`src/rtl/mac_tx_arbiter.sv`:
```
`default_nettype none
// ============================================================================
// Module      : mac_tx_arbiter
// Description : Frame-granular round-robin arbiter sharing one MAC TX write
//               port among NUM_SRC packet sources. Never interleaves frames,
//               truncates over-length frames, and aborts frames on a stray sop.
//               Optional short-frame padding is enabled by TX_ARB_PAD_EN.
// Revision    : 1.0  initial release
// ============================================================================
module mac_tx_arbiter #(
    parameter int NUM_SRC       = 4,
    parameter int MAX_FRAME_LEN = 1514,
    parameter int MIN_FRAME_LEN = 60
) (
    input  logic                   tx_clk,
    input  logic                   rstn,
    input  logic [8*NUM_SRC-1:0]   src_data,
    input  logic [NUM_SRC-1:0]     src_sop,
    input  logic [NUM_SRC-1:0]     src_eop,
    input  logic [NUM_SRC-1:0]     src_valid,
    output logic [NUM_SRC-1:0]     src_rdy,
    output logic [7:0]             tx_data,
    output logic                   tx_sop,
    output logic                   tx_eop,
    output logic                   tx_err,
    output logic                   tx_wren,
    input  logic                   tx_rdy,
    output logic [2:0]             grant,
    output logic                   busy,
    output logic [15:0]            frames_sent,
    output logic [15:0]            frames_err
);

    localparam logic [1:0]  c_st_idle = 2'd0;
    localparam logic [1:0]  c_st_data = 2'd1;
    localparam logic [1:0]  c_st_pad  = 2'd2;
    localparam logic [1:0]  c_st_drop = 2'd3;
    localparam logic [10:0] c_max_len = 11'(MAX_FRAME_LEN);
`ifdef TX_ARB_PAD_EN
    localparam logic [10:0] c_min_len = 11'(MIN_FRAME_LEN);
`endif

    if (NUM_SRC < 2 || NUM_SRC > 8 || MAX_FRAME_LEN > 2047 || MIN_FRAME_LEN > MAX_FRAME_LEN) begin : g_bad_params
        $error("mac_tx_arbiter: illegal parameter set");
    end

    logic [1:0]         r_state, w_state_nxt;
    logic [2:0]         r_grant, w_grant_nxt;
    logic [2:0]         r_rr, w_rr_nxt;
    logic [10:0]        r_cnt, w_cnt_nxt, w_cnt_inc;
    logic [7:0]         r_tx_data;
    logic               r_tx_sop, r_tx_eop, r_tx_err, r_tx_wren;
    logic [15:0]        r_frames_sent, r_frames_err;

    logic               w_out_free;
    logic               w_first;
    logic [NUM_SRC-1:0] w_req, w_rot, w_own;
    logic               w_found;
    logic [2:0]         w_off, w_win;
    logic [3:0]         w_sum;
    logic               w_g_valid, w_g_sop, w_g_eop;
    logic [7:0]         w_g_data;
    logic               w_own_rdy;
    logic               w_load;
    logic [7:0]         w_ld_data;
    logic               w_ld_sop, w_ld_eop, w_ld_err;

    // A word may enter the output register when it is empty or being drained.
    assign w_out_free = ~r_tx_wren | tx_rdy;
    assign w_first    = (r_cnt == 11'd0);
    assign w_cnt_inc  = (r_cnt == 11'h7FF) ? r_cnt : r_cnt + 11'd1;
    assign w_req      = src_valid & src_sop;

    // Rotate requests so bit 0 corresponds to the rr pointer, then take the lowest set bit.
    always_comb begin
        w_rot = '0;
        for (int k = 0; k < NUM_SRC; k++) begin
            for (int j = 0; j < NUM_SRC; j++) begin
                if (r_rr == 3'(j)) w_rot[k] = w_req[(j + k) % NUM_SRC];
            end
        end
        w_found = |w_rot;
        w_off   = '0;
        for (int i = NUM_SRC - 1; i >= 0; i--) begin
            if (w_rot[i]) w_off = 3'(i);
        end
        w_sum = {1'b0, r_rr} + {1'b0, w_off};
        w_win = (w_sum >= 4'(NUM_SRC)) ? 3'(w_sum - 4'(NUM_SRC)) : w_sum[2:0];
        w_rr_nxt = (w_win == 3'(NUM_SRC - 1)) ? 3'd0 : w_win + 3'd1;
    end

    always_comb begin
        w_own     = '0;
        w_g_valid = 1'b0;
        w_g_sop   = 1'b0;
        w_g_eop   = 1'b0;
        w_g_data  = '0;
        for (int i = 0; i < NUM_SRC; i++) begin
            if (r_grant == 3'(i)) begin
                w_own[i]  = 1'b1;
                w_g_valid = src_valid[i];
                w_g_sop   = src_sop[i];
                w_g_eop   = src_eop[i];
                w_g_data  = src_data[8*i +: 8];
            end
        end
    end

    // A sop arriving after the first word is left on the source for re-arbitration.
    assign w_own_rdy = w_out_free & ~(w_g_sop & ~w_first);

    always_comb begin
        src_rdy = '0;
        case (r_state)
            c_st_idle: src_rdy = src_valid & ~src_sop;
            c_st_data: src_rdy = w_own & {NUM_SRC{w_own_rdy}};
            c_st_drop: src_rdy = w_own;
            default:   src_rdy = '0;
        endcase
        if (!rstn) src_rdy = '0;
    end

    always_comb begin
        w_state_nxt = r_state;
        w_grant_nxt = r_grant;
        w_cnt_nxt   = r_cnt;
        w_load      = 1'b0;
        w_ld_data   = '0;
        w_ld_sop    = 1'b0;
        w_ld_eop    = 1'b0;
        w_ld_err    = 1'b0;
        case (r_state)
            c_st_idle: begin
                w_cnt_nxt = '0;
                if (w_found) begin
                    w_grant_nxt = w_win;
                    w_state_nxt = c_st_data;
                end
            end
            c_st_data: begin
                if (w_g_valid && w_out_free) begin
                    w_load = 1'b1;
                    if (w_g_sop && !w_first) begin
                        w_ld_eop    = 1'b1;
                        w_ld_err    = 1'b1;
                        w_state_nxt = c_st_idle;
                    end else begin
                        w_ld_data = w_g_data;
                        w_ld_sop  = w_g_sop;
                        w_cnt_nxt = w_cnt_inc;
                        if (w_g_eop) begin
                            w_ld_eop    = 1'b1;
                            w_state_nxt = c_st_idle;
`ifdef TX_ARB_PAD_EN
                            if (w_cnt_inc < c_min_len) begin
                                w_ld_eop    = 1'b0;
                                w_state_nxt = c_st_pad;
                            end
`endif
                        end else if (w_cnt_inc == c_max_len) begin
                            w_ld_eop    = 1'b1;
                            w_ld_err    = 1'b1;
                            w_state_nxt = c_st_drop;
                        end
                    end
                end
            end
`ifdef TX_ARB_PAD_EN
            c_st_pad: begin
                if (w_out_free) begin
                    w_load    = 1'b1;
                    w_cnt_nxt = w_cnt_inc;
                    if (w_cnt_inc == c_min_len) begin
                        w_ld_eop    = 1'b1;
                        w_state_nxt = c_st_idle;
                    end
                end
            end
`endif
            c_st_drop: begin
                if (w_g_valid && w_g_eop) w_state_nxt = c_st_idle;
            end
            default: w_state_nxt = c_st_idle;
        endcase
    end

    always_ff @(posedge tx_clk or negedge rstn) begin
        if (!rstn) begin
            r_state       <= c_st_idle;
            r_grant       <= '0;
            r_rr          <= '0;
            r_cnt         <= '0;
            r_tx_data     <= '0;
            r_tx_sop      <= 1'b0;
            r_tx_eop      <= 1'b0;
            r_tx_err      <= 1'b0;
            r_tx_wren     <= 1'b0;
            r_frames_sent <= '0;
            r_frames_err  <= '0;
        end else begin
            r_state <= w_state_nxt;
            r_grant <= w_grant_nxt;
            r_cnt   <= w_cnt_nxt;
            if (r_state == c_st_idle && w_found) r_rr <= w_rr_nxt;
            if (w_load) begin
                r_tx_data <= w_ld_data;
                r_tx_sop  <= w_ld_sop;
                r_tx_eop  <= w_ld_eop;
                r_tx_err  <= w_ld_err;
                r_tx_wren <= 1'b1;
            end else if (tx_rdy) begin
                r_tx_wren <= 1'b0;
            end
            if (r_tx_wren && tx_rdy) begin
                if (r_tx_eop) r_frames_sent <= r_frames_sent + 16'd1;
                if (r_tx_err) r_frames_err  <= r_frames_err + 16'd1;
            end
        end
    end

    assign tx_data     = r_tx_data;
    assign tx_sop      = r_tx_sop;
    assign tx_eop      = r_tx_eop;
    assign tx_err      = r_tx_err;
    assign tx_wren     = r_tx_wren;
    assign grant       = r_grant;
    assign busy        = (r_state != c_st_idle);
    assign frames_sent = r_frames_sent;
    assign frames_err  = r_frames_err;

endmodule
`default_nettype wire
```
`config.mk`:
```
export PLATFORM = sky130hd
export DESIGN_NAME = mac_tx_arbiter
export DESIGN_NICKNAME = d
export VERILOG_FILES = /design/src/rtl/mac_tx_arbiter.sv
export SDC_FILE = /design/constraint.sdc
export NUM_CORES = 1
export LEC_CHECK = 0
export BUFFER_PORTS_ARGS = -buffer_cell sky130_fd_sc_hd__buf_4
export CORE_ASPECT_RATIO = 1.25
export CORE_MARGIN = 4
export CORE_UTILIZATION = 57
export CTS_CLUSTER_DIAMETER = 150
export CTS_CLUSTER_SIZE = 14
export DETAILED_ROUTE_END_ITERATION = 8
export PLACE_DENSITY_LB_ADDON = 0.08
export SYNTH_ARGS = -nofsm -noshare
export SYNTH_HDL_FRONTEND = slang
export SYNTH_SLANG_ARGS = --single-unit
```
`constraint.sdc`:
```
create_clock -name tx_clk -period 7.3 [get_ports tx_clk]
set_input_delay 0.365 -clock tx_clk [delete_from_list [all_inputs] [get_ports tx_clk]]
set_output_delay 0.365 -clock tx_clk [all_outputs]
set_load 0.03 [all_outputs]
```
==> flow_summary.json <==
{
  "drc": 0,
  "track_usage_pct": 24.6,
  "core_area_sq_um": 6170,
  "area.sequential_sq_um": 1580,
  "clock_latency_ns": 0.34,
  "post_cts_resized": 0,
  "synth-edff-count": 0,
  "endpoint_kind": "output port",
  "grt_pass1_vias": 3054,
  "rsz0062_at_grt": "false",
  "htreeDepth": 3,
  "p_per_area_nw_per_um2": 346,
  "dr.pass1.iters": 4,
  "antennaDiodeCount": 0,
  "cts_tree": "built",
  "path_max_fanout": 18,
  "clock_sinks": 63,
  "worst_pin_slew_ns": 1.01,
  "detail-route-antenna-nets": 0,
  "cts_buffers": 9,
  "outcome": "complete, no violations",
  "area_growth_pct": 26.8,
  "finalPower_mw": 1.59,
  "die_h_um": 97.1,
  "path_clk_slew_ns": 0.07,
  "dp_hpwl_um": 6650,
  "grt_overflow": 0,
  "synth_area_leaders": "dfrtp_1 (44%), mux4_2 (5.6%), xnor2_1 (5.3%)",
  "start_kind": "register",
  "postCtsHoldBufs": 0,
  "syn_inst": 349,
  "setup_violations": 0,
  "setup_tns_ns": 0,
  "synth.avg_cell_area_sq_um": 10.4,
  "rows": 32,
  "nFillCells": 484,
  "start_util_pct": 58.7,
  "clockBufferDepth": 2,
  "cts_setup_buffers": 0,
  "synth_fp_nets": 403,
  "drive_gt1_share_pct": 30.0,
  "required_ns": 6.93,
  "synthFlopType": "dfrtp_1",
  "multiInputGateArea_sq_um": 1900,
  "synth_cell_types": 62,
  "vias": 3132,
  "grt_pass1_wl_um": 14800,
  "whs_ns": 0.102,
  "finalHoldViolCount": 0,
  "gp_congestion": 0.882,
  "timing.final.max_slew_violations": 0,
  "vdd_drop_max_v": 0.000285,
  "post-route-min-period_ns": 2.90,
  "final_cell_mix": "buf_4 (98), dfrtp_1 (63), nand2_1 (30), nand3_1 (26), xnor2_1 (22)",
  "avgViaCountPerCell": 5.93,
  "setup.worst_path.class": "register to output port",
  "nets": 492,
  "io_buffers": 98,
  "ys_seq_elements": 63,
  "dieArea_sq_um": 7700,
  "cp.arrival_ns": 2.54,
  "yosysTopAreaCell": "dfrtp_1",
  "hp-class": "input port to async pin",
  "worst_clock_skew_ns": 0.00789,
  "p_leak_nw": 2.17,
  "grt_start_max_net_pins": 69,
  "fin_crit_sh_pct": 39.7,
  "syn-cell-area_sq_um": 3620,
  "final_common_cell": "buf_4",
  "ys_warn_count": 0,
  "drt_wl_total_um": 8860,
  "netlist.area_leader.share_pct": 43.5,
  "maxCapViolations": 0,
  "fmax_mhz": 345,
  "antenna_found_initial": 0,
  "first_iter_violations": 130,
  "synth-seq-area-share_pct": 43.5,
  "wl_per_cell_um": 16.8,
  "cts_root_buffer": "clkbuf_8",
  "chipWidth_um": 79.3,
  "slew_headroom_pct": 32.2,
  "num_io_pins": 99,
  "async_flop_share_pct": 100
}
cells by family after synthesis:
logic type | after synthesis | share of synthesized area [%]
and+or+nand+nor | 125 | 18.8
AOI/OAI and AO/OA | 70 | 14.4
DFF | 63 | 43.5
buffers and inverters | 32 | 4.04
xor gates and xnor gates | 31 | 7.50
muxes | 21 | 9.09
adders and majority gates | 7 | 2.63
cell type report:
cell class	instances	area share (%)
well taps	85	2.32
repair buffers	98	16.0
flip-flops and latches	63	34.3
inverters	12	0.981
clock buffers	10	3.00
multi-input cells	254	41.3
clock inverters	6	2.02
layer usage:
metal  vias to the layer above  global-route usage, %  wire length [um]
li1                       1465                      -                 -
met1                      1544                   29.6              3460
met2                       102                   42.2              4700
met3                        21                   5.84               440
met4                         0                   9.13               257
met5                         -                      0                 0
path summary, 6_finish.rpt:
check                                  to  startpoint  slack [ns]  cells after the start
setup / recovery               src_rdy[1]    grant[1]        4.40                      6
hold / removal             frames_sent[3]        rstn        0.10                      1
setup reg to reg                 r_cnt[1]    grant[1]        4.63                      5
min in group tx_clk               tx_wren      tx_rdy        0.36                      3
max in group asynchronous        r_cnt[0]        rstn        6.66                      1
hold reg to reg                   r_rr[2]     r_rr[2]        0.45                      0
cell usage after synthesis, types with 2 or more instances:
cell and n:
dfrtp_1 63, nand2_1 30, nand3_1 26, xnor2_1 22, nor2_1 16, and3_1 15, inv_1 12, a21oi_1 11
nand4_1 11, a22o_1 9, clkbuf_1 9, mux4_2 9, xor2_1 9, mux2i_1 7, buf_2 6, ha_1 6
o21ai_0 6, a22oi_1 5, mux2_2 5, o21ai_1 5, o211ai_1 4, o31ai_1 4, and2_1 3, and4_1 3
nand2b_1 3, nand4b_1 3, nor4_1 3, a211oi_1 2, a31oi_1 2, a32o_1 2, buf_1 2, buf_6 2
nor2b_1 2, o21a_1 2, o22a_1 2, o22ai_1 2
worst max-delay path: stages (launching register included):
cell and delay (ns):
dfrtp_1 0.77, mux2i_1 0.33, o22ai_1 0.21, a21oi_1 0.21
o211ai_1 0.16, o31ai_1 0.30, buf_4 0.21
flip-flops by register name, summed over array words and instances, names as in the netlist:
register,cells
frames_err,16
frames_sent,16
grant,3
r_cnt,11
r_rr,3
r_state,2
tx_data,8
tx_eop,1
tx_err,1
tx_sop,1
tx_wren,1
stage by stage:
step	std cells	instance area, sq um	util [%]	setup WS (ns)
2_1_floorplan	349	3620	-	4.70
3_3_place_gp	512	4360	70.7	4.77
3_5_place_dp	512	4360	70.7	4.66
4_1_cts	528	4590	74.5	4.38
5_1_grt	528	4590	74.5	4.15
6_report	528	4590	74.5	4.40
report_power, final:
| group | leakage, nW | internal, mW | switching [mW] |
|---|---|---|---|
| Clock | 0.109 | 0.203 | 0.140 |
| Combinational | 1.22 | 0.317 | 0.407 |
| Sequential | 0.840 | 0.418 | 0.103 |
| Total | 2.17 | 0.939 | 0.650 |
Note: power is estimated with default switching activity, not from simulation.
